[src/rtl/reg_file_arbiter_pkg.sv]
// Shared types and constants for the register-file arbiter.
// Optional round-robin arbitration is enabled by defining RF_ARB_RR_EN.
package reg_file_arbiter_pkg;

  localparam int DEF_XLEN = 32;
  localparam int DEF_AW   = 5;

  localparam logic REQ_M0 = 1'b0;
  localparam logic REQ_M1 = 1'b1;

  typedef enum logic [1:0] {
    IDLE  = 2'd0,
    ISSUE = 2'd1,
    CAPT  = 2'd2,
    DONE  = 2'd3
  } state_e;

  // One-hot response strobe for a requester id.
  function automatic logic [1:0] rsp_onehot(input logic id);
    return (id == REQ_M1) ? 2'b10 : 2'b01;
  endfunction

endpackage

[src/rtl/rf_arb_pick.sv]
// Two-input grant logic: fixed priority (m0 wins) or, with RF_ARB_RR_EN,
// round-robin where ptr_i names the requester preferred on conflict.
module rf_arb_pick
  import reg_file_arbiter_pkg::*;
(
  input  logic [1:0] valid_i,
  input  logic       ptr_i,
  output logic [1:0] grant_o
);

`ifdef RF_ARB_RR_EN
  always_comb begin
    grant_o = valid_i;
    if (valid_i == 2'b11) begin
      grant_o = ptr_i ? 2'b10 : 2'b01;
    end
  end
`else
  logic ptr_unused;
  assign ptr_unused = ptr_i;
  assign grant_o    = {valid_i[1] & ~valid_i[0], valid_i[0]};
`endif

endmodule

[src/rtl/reg_file_arbiter.sv]
// Sequences read-pair / write requests from two masters onto a synchronous-read
// register file. Define RF_ARB_RR_EN for round-robin instead of fixed priority.
module reg_file_arbiter
  import reg_file_arbiter_pkg::*;
#(
  parameter int XLEN = DEF_XLEN,
  parameter int AW   = DEF_AW
) (
  input  logic            clk,
  input  logic            rst,
  input  logic            m0_valid,
  input  logic            m0_we,
  input  logic [AW-1:0]   m0_ra1,
  input  logic [AW-1:0]   m0_ra2,
  input  logic [AW-1:0]   m0_wa,
  input  logic [XLEN-1:0] m0_wd,
  output logic            m0_ready,
  output logic            m0_rsp_valid,
  input  logic            m1_valid,
  input  logic            m1_we,
  input  logic [AW-1:0]   m1_ra1,
  input  logic [AW-1:0]   m1_ra2,
  input  logic [AW-1:0]   m1_wa,
  input  logic [XLEN-1:0] m1_wd,
  output logic            m1_ready,
  output logic            m1_rsp_valid,
  output logic [XLEN-1:0] rsp_rd1,
  output logic [XLEN-1:0] rsp_rd2,
  output logic            busy,
  output logic [AW-1:0]   rf_a1,
  output logic [AW-1:0]   rf_a2,
  output logic [AW-1:0]   rf_a3,
  output logic            rf_we3,
  output logic [XLEN-1:0] rf_wd3,
  input  logic [XLEN-1:0] rf_rd1,
  input  logic [XLEN-1:0] rf_rd2
);

  state_e          state_q;
  logic            id_q;
  logic            we_q;
  logic            we3_q;
  logic [AW-1:0]   ra1_q, ra2_q, wa_q;
  logic [XLEN-1:0] wd_q, rd1_q, rd2_q;
  logic [1:0]      rsp_v_q;

  logic [1:0]      grant;
  logic            accept;
  logic            ptr;
  logic            sel_d;
  logic            we_d;
  logic [AW-1:0]   ra1_d, ra2_d, wa_d;
  logic [XLEN-1:0] wd_d;

  rf_arb_pick u_pick (
    .valid_i ({m1_valid, m0_valid}),
    .ptr_i   (ptr),
    .grant_o (grant)
  );

  // Readies are only offered in IDLE and never while reset is held.
  assign accept   = (state_q == IDLE) && !rst && (grant != 2'b00);
  assign m0_ready = accept & grant[0];
  assign m1_ready = accept & grant[1];

  assign sel_d = grant[1];
  assign we_d  = sel_d ? m1_we  : m0_we;
  assign ra1_d = sel_d ? m1_ra1 : m0_ra1;
  assign ra2_d = sel_d ? m1_ra2 : m0_ra2;
  assign wa_d  = sel_d ? m1_wa  : m0_wa;
  assign wd_d  = sel_d ? m1_wd  : m0_wd;

`ifdef RF_ARB_RR_EN
  logic ptr_q;
  always_ff @(posedge clk or posedge rst) begin
    if (rst) begin
      ptr_q <= REQ_M0;
    end else if (accept) begin
      ptr_q <= ~sel_d;
    end
  end
  assign ptr = ptr_q;
`else
  assign ptr = REQ_M0;
`endif

  always_ff @(posedge clk or posedge rst) begin
    if (rst) begin
      state_q <= IDLE;
      id_q    <= REQ_M0;
      we_q    <= 1'b0;
      we3_q   <= 1'b0;
      ra1_q   <= '0;
      ra2_q   <= '0;
      wa_q    <= '0;
      wd_q    <= '0;
      rd1_q   <= '0;
      rd2_q   <= '0;
      rsp_v_q <= 2'b00;
    end else begin
      case (state_q)
        IDLE: begin
          rsp_v_q <= 2'b00;
          if (accept) begin
            id_q    <= sel_d;
            we_q    <= we_d;
            ra1_q   <= ra1_d;
            ra2_q   <= ra2_d;
            wa_q    <= wa_d;
            wd_q    <= wd_d;
            // x0 is hardwired: suppress the strobe but still complete.
            we3_q   <= we_d && (wa_d != '0);
            state_q <= ISSUE;
          end
        end
        ISSUE: begin
          we3_q <= 1'b0;
          if (we_q) begin
            rsp_v_q <= rsp_onehot(id_q);
            state_q <= DONE;
          end else begin
            state_q <= CAPT;
          end
        end
        CAPT: begin
          rd1_q   <= rf_rd1;
          rd2_q   <= rf_rd2;
          rsp_v_q <= rsp_onehot(id_q);
          state_q <= DONE;
        end
        DONE: begin
          rsp_v_q <= 2'b00;
          state_q <= IDLE;
        end
        default: begin
          we3_q   <= 1'b0;
          rsp_v_q <= 2'b00;
          state_q <= IDLE;
        end
      endcase
    end
  end

  assign busy         = (state_q != IDLE);
  assign m0_rsp_valid = rsp_v_q[0];
  assign m1_rsp_valid = rsp_v_q[1];
  assign rsp_rd1      = rd1_q;
  assign rsp_rd2      = rd2_q;
  assign rf_a1        = ra1_q;
  assign rf_a2        = ra2_q;
  assign rf_a3        = wa_q;
  assign rf_we3       = we3_q;
  assign rf_wd3       = wd_q;

endmodule
[config.mk]
export PLATFORM = sky130hd
export DESIGN_NAME = reg_file_arbiter
export DESIGN_NICKNAME = d
export VERILOG_FILES = /design/src/rtl/reg_file_arbiter_pkg.sv /design/src/rtl/rf_arb_pick.sv /design/src/rtl/reg_file_arbiter.sv
export SDC_FILE = /design/constraint.sdc
export NUM_CORES = 1
export LEC_CHECK = 0
export BUFFER_PORTS_ARGS = -buffer_cell sky130_fd_sc_hd__buf_2
export CORE_AREA = 2 2 108 110
export CTS_CLUSTER_SIZE = 40
export DETAILED_ROUTE_END_ITERATION = 12
export DIE_AREA = 0 0 110 112
export GPL_ROUTABILITY_DRIVEN = 1
export PLACE_DENSITY = 0.85
export SYNTH_ARGS = -nofsm -noshare
export SYNTH_HDL_FRONTEND = slang
export SYNTH_SLANG_ARGS = --single-unit
[constraint.sdc]
create_clock -name clk -period 8.7 [get_ports clk]
set_input_delay 1.305 -clock clk [delete_from_list [all_inputs] [get_ports clk]]
set_output_delay 1.305 -clock clk [all_outputs]
set_load 0.02 [all_outputs]
==> run metrics <==
status finished, final reports clean; Die H 112 µm; Fin Setup TNS 0 ns; Max stage delay cell, worst path nand2b_1; Die Wd 110 µm; Final Hold Viols 0; grt ovf 0; Leak 3.56 nW; routability congestion estimate from global placement 0.842; synth warn 0; total CTS buffers 17; Port Buffers 280; global-route wire length before repair 19.6 mm; Post-layout nets 835; Power Dens Cells 402 nW/µm²; vias in the first global route 4155; diode count 0; cell area after synthesis 4880 µm²; Avg WL per Cell 15.5 µm; row count 39; Max Cap Viol 0; final hold slack 0.476 ns; worst r2r dst state_q[1]; Synth Instances 392; final period utilization 43.8%; most frequent cells in the layout buf_2 (280), dfrtp_1 (118), mux2_2 (64); Worst path max stage delay 0.35 ns; Worst-Margin Slew 1.04 ns; Initial Utilization 43.7%; R2R Setup Slk 6.24 ns; CTS max path bufs 2; placed insts 791; ratio of cells with drive above 1 in the final layout 56.6%; number of synthesized register bits 118; critical path's top delay family simple AND/OR/NAND/NOR gates; io pins 281; initial antenna violation count 0; hold_sp rf_wd3[30]; kind of critical path in2out; vias per cell 4.97; final core utilization 62.4%; RSZ-0062 raised after global routing false; Hold Buf Count CTS 0; register area share after synthesis 60.5%; DR vias 4089; FF-to-FF path depth 7; CP arrival 2.51 ns; Clock Latency Late Sink 0.40 ns; root buf cell clkbuf_16; reg2reg start state_q[0]; Hold Crit Depth 2; Mapped Avg Cell Area 12.5 µm²; htree depth 4; Worst EP required 7.39 ns; TritonCTS clock tree yes; commonest non-fill, non-tap cell in the layout buf_2; Routed Antenna Nets 0; clock-pin slew on the worst setup and hold paths 0.05 ns; Post-DP HPWL 9.49 mm; DRC Markers 0; core area 11200 µm²; DRT Pass-1 Iters 4; drt initial violations 159; Total Wirelength 12.7 mm; fmax 262 MHz; post_cts resized 0; Worst setup SP type primary input; Critical path buffers and inverters 3; CP most frequent cell buf_2; DIE AREA 12300 µm²; clock sink count 118; Max Transition Viols Final 0; largest net degree at the start of global routing 101; Worst VDD drop 208 µV; WHS Endpoint rf_wd3[30]; library cells used by synthesis 27; GRT Util Overall 20.5%; Worst Hold Class reg2reg; Worst Path Max Fanout 46; Fin Clk Skew 0.0131 ns; # setup viols final 0; Mapped Nets 560; crit path time final 3.81 ns; Cell Count, Final, Fillers Out 823; P&R area growth vs syn 42.8%; Slew Limit Headroom 30.5%; crit path capture type output port; crit path cell chain buf_2 > buf_4 > nand2b_1 > nor3_1 > buf_2; post-CTS setup buffer count 0
## layer usage
metal  share of wire, %  vias to the layer above  track usage, %
met5                  0                        -               0
met4                1.7                        0            7.76
met3                7.9                       22            5.50
met2                 51                      208            36.5
met1                 39                     1910            23.0
li1                   -                     1949               -
## report_power, final
| group | total, W | internal, W | switching (W) |
|---|---|---|---|
| logic | 0.00113 | 0.000458 | 0.000674 |
| registers | 0.000944 | 0.000812 | 0.000132 |
| clock network | 0.000726 | 0.000487 | 0.000239 |
## cell type report
cell class                 instances  area, µm²
fill                             851       4200
sequential                       118       2950
multi-input combinational        240       1760
timing repair buffer             284       1430
clock buffer                      20        447
tap                              143        179
clock inverter                    12        176
inverter                           6       25.0
## per-stage QoR
| step | area [µm²] | total power [W] | worst slack (ns) |
|---|---|---|---|
| floorplan | 4880 | 0.00169 | 4.27 |
| global placement | 6350 | 0.00204 | 4.94 |
| detailed placement | 6350 | 0.00210 | 4.90 |
| CTS | 6970 | 0.00283 | 4.91 |
| global route | 6970 | 0.00296 | 4.79 |
| finish | 6970 | 0.00280 | 4.89 |
## cell families (layout without fill, tap and decap cells)
logic type	count (synthesis)	in the layout	share of synthesized area [%]
flip-flops	118	118	60.5
adder cells (fa/ha/maj)	4	4	1.02
AO/OA/AOI/OAI	101	101	13.4
multiplexers	71	71	16.2
buffers and inverters	34	322	3.64
AND/OR/NAND/NOR	64	64	5.28
## worst max-delay path by stage
stage,start,end,slack (ns),cells after the start
floorplan,rst,id_q,4.27,1
global placement,m0_valid,m1_ready,4.94,5
detailed placement,m0_valid,m1_ready,4.90,5
CTS,m0_valid,m1_ready,4.91,5
global route,m0_valid,m1_ready,4.79,5
finish,m0_valid,m1_ready,4.89,5
## worst min-delay path, cell delays in order (launching register included)
cell and delay [ns]:
dfrtp_1 0.34, nand2_1 0.04, o21ai_0 0.06
## sequential cells by signal, summed over array words and instances (netlist names)
signal,flops
rf_a3,5
rf_we3,1
rf_a2,5
id_q,1
we_q,1
rsp_v_q,2
rf_a1,5
rsp_rd1,32
state_q,2
rf_wd3,32
rsp_rd2,32
## cells in the mapped netlist
cell	instances	share of area (%)
a211oi_1	1	0.15
nor2b_1	1	0.13
nor3_1	5	0.51
o21ai_2	1	0.18
o21ai_0	30	3.1
inv_1	6	0.46
o211ai_1	1	0.15
mux2_2	64	15
o21ai_1	20	2.0
mux2_1	1	0.23
a211o_1	1	0.18
nand2_1	53	4.1
a22oi_1	42	6.5
a2bb2oi_2	1	0.31
a21oi_2	1	0.18
mux2i_1	6	1.2
clkbuf_1	7	0.54
o21ai_4	1	0.33
a21o_1	2	0.31
nor2_1	2	0.15
and2b_1	1	0.15
ha_1	4	1.0
dfrtp_1	118	60
buf_2	13	1.3
buf_4	7	1.1
nand2b_1	2	0.26
buf_6	1	0.23
Note: power is estimated with default switching activity, not from simulation.
